`config.mk`:
```
export PLATFORM = sky130hd
export DESIGN_NAME = uart_mmio_ctrl
export DESIGN_NICKNAME = d
export VERILOG_FILES = /design/src/rtl/uart_mmio_ctrl.sv
export SDC_FILE = /design/constraint.sdc
export NUM_CORES = 1
export LEC_CHECK = 0
export ABC_AREA = 1
export CORE_UTILIZATION = 40
export CTS_CLUSTER_DIAMETER = 40
export CTS_CLUSTER_SIZE = 24
export DETAILED_ROUTE_END_ITERATION = 8
export DONT_BUFFER_PORTS = 1
export PLACE_DENSITY = 0.51
export SETUP_SLACK_MARGIN = 0.15
export SYNTH_ARGS = -nofsm -noshare
export SYNTH_HDL_FRONTEND = slang
export SYNTH_SLANG_ARGS = --single-unit
export TNS_END_PERCENT = 5
```
`constraint.sdc`:
```
create_clock -name clk -period 3.25 [get_ports clk]
set_input_delay 0.8125 -clock clk [delete_from_list [all_inputs] [get_ports clk]]
set_output_delay 0.8125 -clock clk [all_outputs]
set_load 0.1 [all_outputs]
```
`src/rtl/uart_mmio_ctrl.sv`:
```
// ============================================================================
// Module   : uart_mmio_ctrl
// Purpose  : CPU register interface that buffers UART TX/RX bytes in FIFOs,
//            with status, control, sticky overflow flags and a level irq.
// Revision : 1.0
// ============================================================================
`default_nettype none

module uart_mmio_ctrl #(
  parameter int TX_DEPTH = 8,
  parameter int RX_DEPTH = 8
) (
  input  logic        clk,
  input  logic        rstn,
  input  logic        bus_req,
  input  logic        bus_we,
  input  logic [3:0]  bus_addr,
  input  logic [31:0] bus_wdata,
  output logic [31:0] bus_rdata,
  output logic        bus_ack,
  output logic        uart_tx_valid,
  output logic [7:0]  uart_tx_data,
  input  logic        uart_tx_ready,
  input  logic        uart_rx_valid,
  input  logic [7:0]  uart_rx_data,
  output logic        uart_rx_ready,
  output logic        irq
);

  localparam int TX_AW = $clog2(TX_DEPTH);
  localparam int TX_CW = TX_AW + 1;
  localparam int RX_AW = $clog2(RX_DEPTH);
  localparam int RX_CW = RX_AW + 1;

  logic [7:0]       r_tx_mem [TX_DEPTH];
  logic [TX_AW-1:0] r_tx_wptr, r_tx_rptr;
  logic [TX_CW-1:0] r_tx_count;
  logic [7:0]       r_rx_mem [RX_DEPTH];
  logic [RX_AW-1:0] r_rx_wptr, r_rx_rptr;
  logic [RX_CW-1:0] r_rx_count;
  logic [2:0]       r_ctrl;
  logic             r_rx_ovf, r_tx_ovf;

  logic w_tx_full, w_tx_empty, w_rx_full, w_rx_empty;
  logic w_sel_data, w_sel_ctrl, w_sel_clr;
  logic w_tx_wr, w_tx_push, w_tx_pop, w_tx_ovf_set;
  logic w_rx_rd, w_rx_push, w_rx_pop, w_rx_ovf_set;
  logic w_ctrl_wr, w_clr_wr;
  logic [31:0] w_stat, w_rdata;
  logic w_unused;

  assign w_tx_full  = (r_tx_count == TX_CW'(TX_DEPTH));
  assign w_tx_empty = (r_tx_count == '0);
  assign w_rx_full  = (r_rx_count == RX_CW'(RX_DEPTH));
  assign w_rx_empty = (r_rx_count == '0);

  assign w_sel_data = (bus_addr[3:2] == 2'd0);
  assign w_sel_ctrl = (bus_addr[3:2] == 2'd2);
  assign w_sel_clr  = (bus_addr[3:2] == 2'd3);

  // Full/empty come from registered counts, so a same-cycle pop never rescues a write.
  assign w_tx_wr      = bus_req & bus_we & w_sel_data;
  assign w_tx_push    = w_tx_wr & ~w_tx_full;
  assign w_tx_ovf_set = w_tx_wr & w_tx_full;
  assign w_rx_rd      = bus_req & ~bus_we & w_sel_data;
  assign w_rx_pop     = w_rx_rd & ~w_rx_empty;
  assign w_ctrl_wr    = bus_req & bus_we & w_sel_ctrl;
  assign w_clr_wr     = bus_req & bus_we & w_sel_clr;

  assign uart_tx_valid = r_ctrl[0] & ~w_tx_empty;
  assign uart_tx_data  = r_tx_mem[r_tx_rptr];
  assign w_tx_pop      = uart_tx_valid & uart_tx_ready;

  assign uart_rx_ready = ~w_rx_full;
  assign w_rx_push     = uart_rx_valid & ~w_rx_full;
  assign w_rx_ovf_set  = uart_rx_valid & w_rx_full;

  assign w_stat = {8'd0, 8'(r_tx_count), 8'(r_rx_count), 2'b00,
                   r_tx_ovf, r_rx_ovf, w_rx_full, w_rx_empty, w_tx_empty, w_tx_full};

  assign w_unused = ^{bus_addr[1:0], bus_wdata[31:8]};

  always_comb begin
    w_rdata = '0;
    case (bus_addr[3:2])
      2'd0:    w_rdata = w_rx_empty ? 32'd0 : {24'd0, r_rx_mem[r_rx_rptr]};
      2'd1:    w_rdata = w_stat;
      2'd2:    w_rdata = {29'd0, r_ctrl};
      default: w_rdata = '0;
    endcase
  end

  always_ff @(posedge clk or negedge rstn) begin
    if (!rstn) begin
      for (int i = 0; i < TX_DEPTH; i++) r_tx_mem[i] <= '0;
      r_tx_wptr  <= '0;
      r_tx_rptr  <= '0;
      r_tx_count <= '0;
    end else begin
      if (w_tx_push) begin
        r_tx_mem[r_tx_wptr] <= bus_wdata[7:0];
        r_tx_wptr           <= r_tx_wptr + 1'b1;
      end
      if (w_tx_pop) r_tx_rptr <= r_tx_rptr + 1'b1;
      case ({w_tx_push, w_tx_pop})
        2'b10:   r_tx_count <= r_tx_count + 1'b1;
        2'b01:   r_tx_count <= r_tx_count - 1'b1;
        default: r_tx_count <= r_tx_count;
      endcase
    end
  end

  always_ff @(posedge clk or negedge rstn) begin
    if (!rstn) begin
      for (int i = 0; i < RX_DEPTH; i++) r_rx_mem[i] <= '0;
      r_rx_wptr  <= '0;
      r_rx_rptr  <= '0;
      r_rx_count <= '0;
    end else begin
      if (w_rx_push) begin
        r_rx_mem[r_rx_wptr] <= uart_rx_data;
        r_rx_wptr           <= r_rx_wptr + 1'b1;
      end
      if (w_rx_pop) r_rx_rptr <= r_rx_rptr + 1'b1;
      case ({w_rx_push, w_rx_pop})
        2'b10:   r_rx_count <= r_rx_count + 1'b1;
        2'b01:   r_rx_count <= r_rx_count - 1'b1;
        default: r_rx_count <= r_rx_count;
      endcase
    end
  end

  // Sticky flag set wins over a same-cycle W1C clear.
  always_ff @(posedge clk or negedge rstn) begin
    if (!rstn) begin
      r_ctrl    <= 3'b001;
      r_rx_ovf  <= 1'b0;
      r_tx_ovf  <= 1'b0;
      bus_ack   <= 1'b0;
      bus_rdata <= '0;
      irq       <= 1'b0;
    end else begin
      if (w_ctrl_wr) r_ctrl <= bus_wdata[2:0];
      r_rx_ovf  <= w_rx_ovf_set | (r_rx_ovf & ~(w_clr_wr & bus_wdata[4]));
      r_tx_ovf  <= w_tx_ovf_set | (r_tx_ovf & ~(w_clr_wr & bus_wdata[5]));
      bus_ack   <= bus_req;
      bus_rdata <= (bus_req & ~bus_we) ? w_rdata : 32'd0;
      irq       <= (r_ctrl[1] & ~w_rx_empty) | (r_ctrl[2] & w_tx_empty) | r_rx_ovf | r_tx_ovf;
    end
  end

endmodule

`default_nettype wire

```
# == After elaboration in Yosys (flattened, before gate mapping) ==
# Index checks and enable logic that the tools add are counted.
# word_totals
reg_bits,175
latchBits,0
mem_bits_rw,0
mem_bits_ro,0
inputBits,50
out_inout_bits,44
elab_cells,110
mem_count,0
# classes
addsub,8
n_mul,0
n_div,0
order_cmp,6
eq_ne,9
n_shift,0
muxes,17
bitwise_logic,35
n_reduce_logical,7
# ops
op,count
$bwmux 64,2
$pmux 20 s3,1
$mux 8,7
$bmux 8 s3,2
$demux 8 s3,2
$mux 20,1
$and 1x1->1,19
$ge 4x4->1 const B,4
$not 3->4,4
$pmux 4 s2,2
$add 3x1->3 const B,4
$add 4x1->4 const B,2
$eq 2x2->1 const B,4
$eq 4x4->1 const B,2
$logic_not 4->1,2
$lt 4x1->1 const B,2
$sub 4x1->4 const B,2
$not 1->1,7
$eq 2x1->1 const B,3
$or 1x1->1,5
$reduce_bool 2->1,2
$logic_and 1x1->1,2
$logic_not 2->1,1

# == Longest topological paths before layout ==
# logic_depth
ltp_word,7
mapped_depth,15
depth_no_buf,15

# == Worst setup path before layout ==
# OpenSTA, ideal clock, no wires.
# synth_path
path_type,register to output
from,register r_tx_count[0]
to,output port uart_tx_valid
arrival_ns,1.870
required_time_ns,2.438
setup_slack_ns,0.568
path_stages_with_launch,5
n_path_buf,0
path_cell_list,dfrtp_1 nor2_1 nand3_1 inv_1 nor2_1
# synth_via
elab_chain_len,3
# synth_lines
item,line_no,source
"start, declared",37,logic [TX_CW-1:0] r_tx_count;
"start signal, assigned",106,2'b10: r_tx_count <= r_tx_count + 1'b1;
"start signal, assigned",107,2'b01: r_tx_count <= r_tx_count - 1'b1;
"start signal, assigned",108,default: r_tx_count <= r_tx_count;
$logic_not 4->1,53,assign w_tx_empty = (r_tx_count == '0);
$not 1->1,70,assign uart_tx_valid = r_ctrl[0] & ~w_tx_empty;
$and 1x1->1,70,
"end, declared",21,"output logic uart_tx_valid,"
# No other way between the ends.

# == Final worst setup path ==
# layout_path
from,register r_tx_rptr[0]
to,output port uart_tx_data[2]
# layout_via
elab_chain_len,4
# layout_lines
item,line_no,source
"start, declared",36,"logic [TX_AW-1:0] r_tx_wptr, r_tx_rptr;"
"start signal, assigned",104,if (w_tx_pop) r_tx_rptr <= r_tx_rptr + 1'b1;
$not 3->4 (not written as such),71,assign uart_tx_data = r_tx_mem[r_tx_rptr];
$bmux 8 s3,71,
$mux 8 (not written as such) (2 in a row),71,
"end, declared",22,"output logic [7:0] uart_tx_data,"
# No other way between the ends. The select of a mux whose other input is x is not followed.

==> impl_metrics.sql <==
INSERT INTO impl_metrics (metric_group, metric, value, unit) VALUES
('run_status', 'run_status', 'complete, no violations', ''),
('power_and_ir_drop', 'leakage_power_total', '4.45', 'nW'),
('grt', 'largest_net_degree_at_the_start_of_global_routing', '172', ''),
('logic_synthesis', 'synth_edf_count', '0', ''),
('floorplan', 'start_util', '0.411', ''),
('finish', 'layout_common_cells', '265 x nand2_1, 169 x dfrtp_1, 103 x o21ai_0', ''),
('finish', 'layout-area-overhead-vs-synth', '9.62', '%'),
('flow_run', 'maxCapViolCount', '0', ''),
('grt', 'grt_util_all_layers', '0.198', ''),
('logic_synthesis', 'syn_area_per_cell', '8.46', 'µm²'),
('place', 'finalWeightedCongestion', '0.760', ''),
('sta', 'hold_violations', '0', ''),
('clocking', 'clkSlewWorstSetupHoldPaths', '0.07', 'ns'),
('sta', 'fin_setup_tns', '0', 'ns'),
('setup_path', 'setup.worst_path.class', 'flip-flop to primary output', ''),
('min_path', 'hold_path.class', 'input pin to async pin', ''),
('sta', 'worst_hold_slack', '0.0768', 'ns'),
('setup_path', 'largest_fanout_on_the_critical_path', '33', ''),
('logic_synthesis', 'postSynth.asyncResetShare', '1.00', ''),
('floorplan', 'die_area', '0.0214', 'mm²'),
('routing', 'viasPerCell', '4.87', ''),
('place', 'portBuffers', '0', ''),
('logic_synthesis', 'synth_flop_cell', 'dfrtp_1', ''),
('sta', 'max_slew.worst_pin.slew', '0.886', 'ns'),
('finish', 'drive_gt1_frac', '0.109', ''),
('routing', 'drt_pass1_iterations', '5', ''),
('floorplan', 'std_cell_rows', '52', ''),
('routing', 'drc', '0', ''),
('setup_path', 'worst_ep_required_time', '2.44', 'ns'),
('power_and_ir_drop', 'power_density', '1050', 'mW/mm²'),
('setup_path', 'crit_path_start_kind', 'flip-flop', ''),
('clocking', 'clk_path_buf_depth', '2', ''),
('finish', 'fin_cells', '1265', ''),
('sta', 'period_minus_slack', '2.94', 'ns'),
('routing', 'routed_wire_length_per_instance', '15.5', 'µm'),
('setup_path', 'setup.worst_path.start', 'r_tx_rptr[0]', ''),
('floorplan', 'placeable_core_region', '0.0203', 'mm²'),
('logic_synthesis', 'ys_seq_area_frac', '0.514', ''),
('finish', 'nFillCells', '2104', ''),
('clocking', 'root_buffer', 'clkbuf_16', ''),
('setup_path', 'r2r-start', 'r_rx_count[0]', ''),
('routing', 'detailedRoute.firstIterationViolations', '435', ''),
('clocking', 'tritoncts', 'done', ''),
('clocking', 'clk_latency', '0.43', 'ns'),
('finish', 'design.final.nets', '1041', ''),
('clocking', 'cts-buffers-inserted', '17', ''),
('sta', 'fin_crit_sh', '0.906', ''),
('sta', 'finalSetupViolations', '0', ''),
('place', 'dp.final_hpwl', '12.1', 'mm'),
('routing', 'routed-via-count', '6155', ''),
('setup_path', 'crit_arrival', '2.13', 'ns'),
('power_and_ir_drop', 'vdd.ir_drop.worst', '0.549', 'mV'),
('clocking', 'cts_htree_levels', '4', ''),
('logic_synthesis', 'post_synth_inst_count', '985', ''),
('place', 'numPlacedInstances', '1232', ''),
('grt', 'vias_in_the_first_global_route', '5991', ''),
('logic_synthesis', 'ys_types', '40', ''),
('sta', 'timing.max_slew.rel_slack', '0.410', ''),
('grt', 'grt_antenna_before_repair', '1', ''),
('logic_synthesis', 'total_of_warnings_raised_by_yosys', '0', ''),
('floorplan', 'io-pin-count', '94', ''),
('sta', 'setup_repair_after_global_routing_missed_its_margin', 'false', ''),
('finish', 'final_common_cell', 'nand2_1', ''),
('routing', 'wirelength', '19.6', 'mm'),
('sta', 'maxSlewViolCount', '0', ''),
('grt', 'grt_first_pass_wirelength', '32.9', 'mm'),
('logic_synthesis', 'postSynthRegisterBits', '171', ''),
('logic_synthesis', 'synth.cell_area', '0.00833', 'mm²'),
('floorplan', 'die_width', '146', 'µm'),
('routing', 'antenna_left', '0', ''),
('sta', 'clock-skew-final', '0.00990', 'ns'),
('setup_path', 'worst_setup_path_end_kind', 'primary output', ''),
('floorplan', 'die-height', '146', 'µm'),
('grt', 'overflow', '0', ''),
('sta', 'max_freq', '0.340', 'GHz'),
('clocking', 'clkSinkCount', '171', ''),
('clocking', 'holdBufCountCts', '0', '');
[where the power goes]
group	total [mW]	switching [mW]	internal [mW]	leakage, nW
logic	4.11	2.74	1.37	1.98
clock network	1.95	0.943	1.01	0.259
registers	3.56	0.669	2.89	2.21
total	9.61	4.35	5.27	4.45
[repair_timing]
item,4_1_cts,5_1_grt
setup buffers,0,0
setup endpoints to repair,0,7
resized for setup,0,1
[final cells by class]
cell class / count / area [µm²] / area share
repair buffers: 17 / 228 / 0.0249
inverters: 92 / 350 / 0.0383
multi-input cells: 682 / 3380 / 0.370
diodes: 1 / 2.50 / 0.000274
clock inverters: 15 / 129 / 0.0141
well taps: 270 / 338 / 0.0370
flip-flops and latches: 171 / 4280 / 0.469
clock buffers: 17 / 425 / 0.0466
[logic make-up (layout without fill, tap and decap cells)]
kind of cell / after synthesis / after routing / synth area share
AO/OA/AOI/OAI: 214 / 214 / 0.142
XOR/XNOR: 9 / 9 / 0.00946
adder cells (fa/ha/maj): 10 / 10 / 0.0150
buffers and inverters: 147 / 141 / 0.0877
flip-flops: 171 / 171 / 0.514
other: 1 / 17 / 0.000450
AND/OR/NAND/NOR: 433 / 433 / 0.232
[synthesized netlist by cell type, drive strengths merged (2+ instances only)]
master  number  area, µm²
o22ai        2       12.5
nand4        5       76.3
or2          2       12.5
a21oi        6       30.0
xor2         6       52.6
clkinv       2       7.51
ha          10        125
dfrtp      170       4250
inv         90        343
nand3       55        335
xnor2        3       26.3
o21ai      201       1100
clkbuf      13       48.8
a21o         2       15.0
buf         42        332
a22oi        2       15.0
nand2      273       1080
nor2        89        383
nor3         7       35.0
[critical path, stage by stage, from the launching register on]
cell and delay, ns:
dfrtp_2 0.49, inv_1 0.08, buf_4 0.33, nor2_1 0.06, o21ai_0 0.29, nand2_1 0.08
nand2_1 0.14, buf_12 0.19
[worst paths after layout]
kind / endpoint / slack [ns] / depth (start not counted)
hold / removal: r_tx_count[2] / 0.08 / 0
min in group clk: bus_ack / 0.40 / 0
max in group asynchronous: r_tx_mem[47] / 2.87 / 0
setup reg to reg: r_rx_count[2] / 0.82 / 14
hold reg to reg: r_rx_mem[6] / 0.48 / 2
setup / recovery: uart_tx_data[2] / 0.31 / 7
[stage by stage]
stage | total power [mW] | cell area (µm²) | utilization | worst slack, ns
CTS | 9.71 | 9130 | 0.450 | 0.165
global placement | 7.68 | 8580 | 0.423 | 0.580
global route | 10.4 | 9130 | 0.450 | 0.175
detailed placement | 7.72 | 8580 | 0.423 | 0.552
floorplan | 6.59 | 8390 | - | 0.568
finish | 9.61 | 9140 | 0.450 | 0.307
[state kept, by name, indices dropped and copies added (netlist names)]
signal,cells
r_rx_wptr,3
bus_ack,1
r_tx_rptr,3
r_tx_mem,64
irq,1
r_tx_count,4
r_rx_ovf,1
r_tx_ovf,1
r_tx_wptr,3
r_ctrl,3
bus_rdata,16
r_rx_count,4
r_rx_mem,64
r_rx_rptr,3
[layer usage]
| metal | up-vias | part of all wire | wire length [µm] | track usage |
|---|---|---|---|---|
| met1 | 2908 | 0.52 | 10100 | 0.292 |
| met2 | 94 | 0.44 | 8560 | 0.293 |
| met4 | 0 | 0.010 | 196 | 0.0589 |
| li1 | 3136 | - | - | - |
| met5 | - | 0 | 0 | 0 |
| met3 | 17 | 0.034 | 671 | 0.0394 |
(Power assumes the default switching activity.)
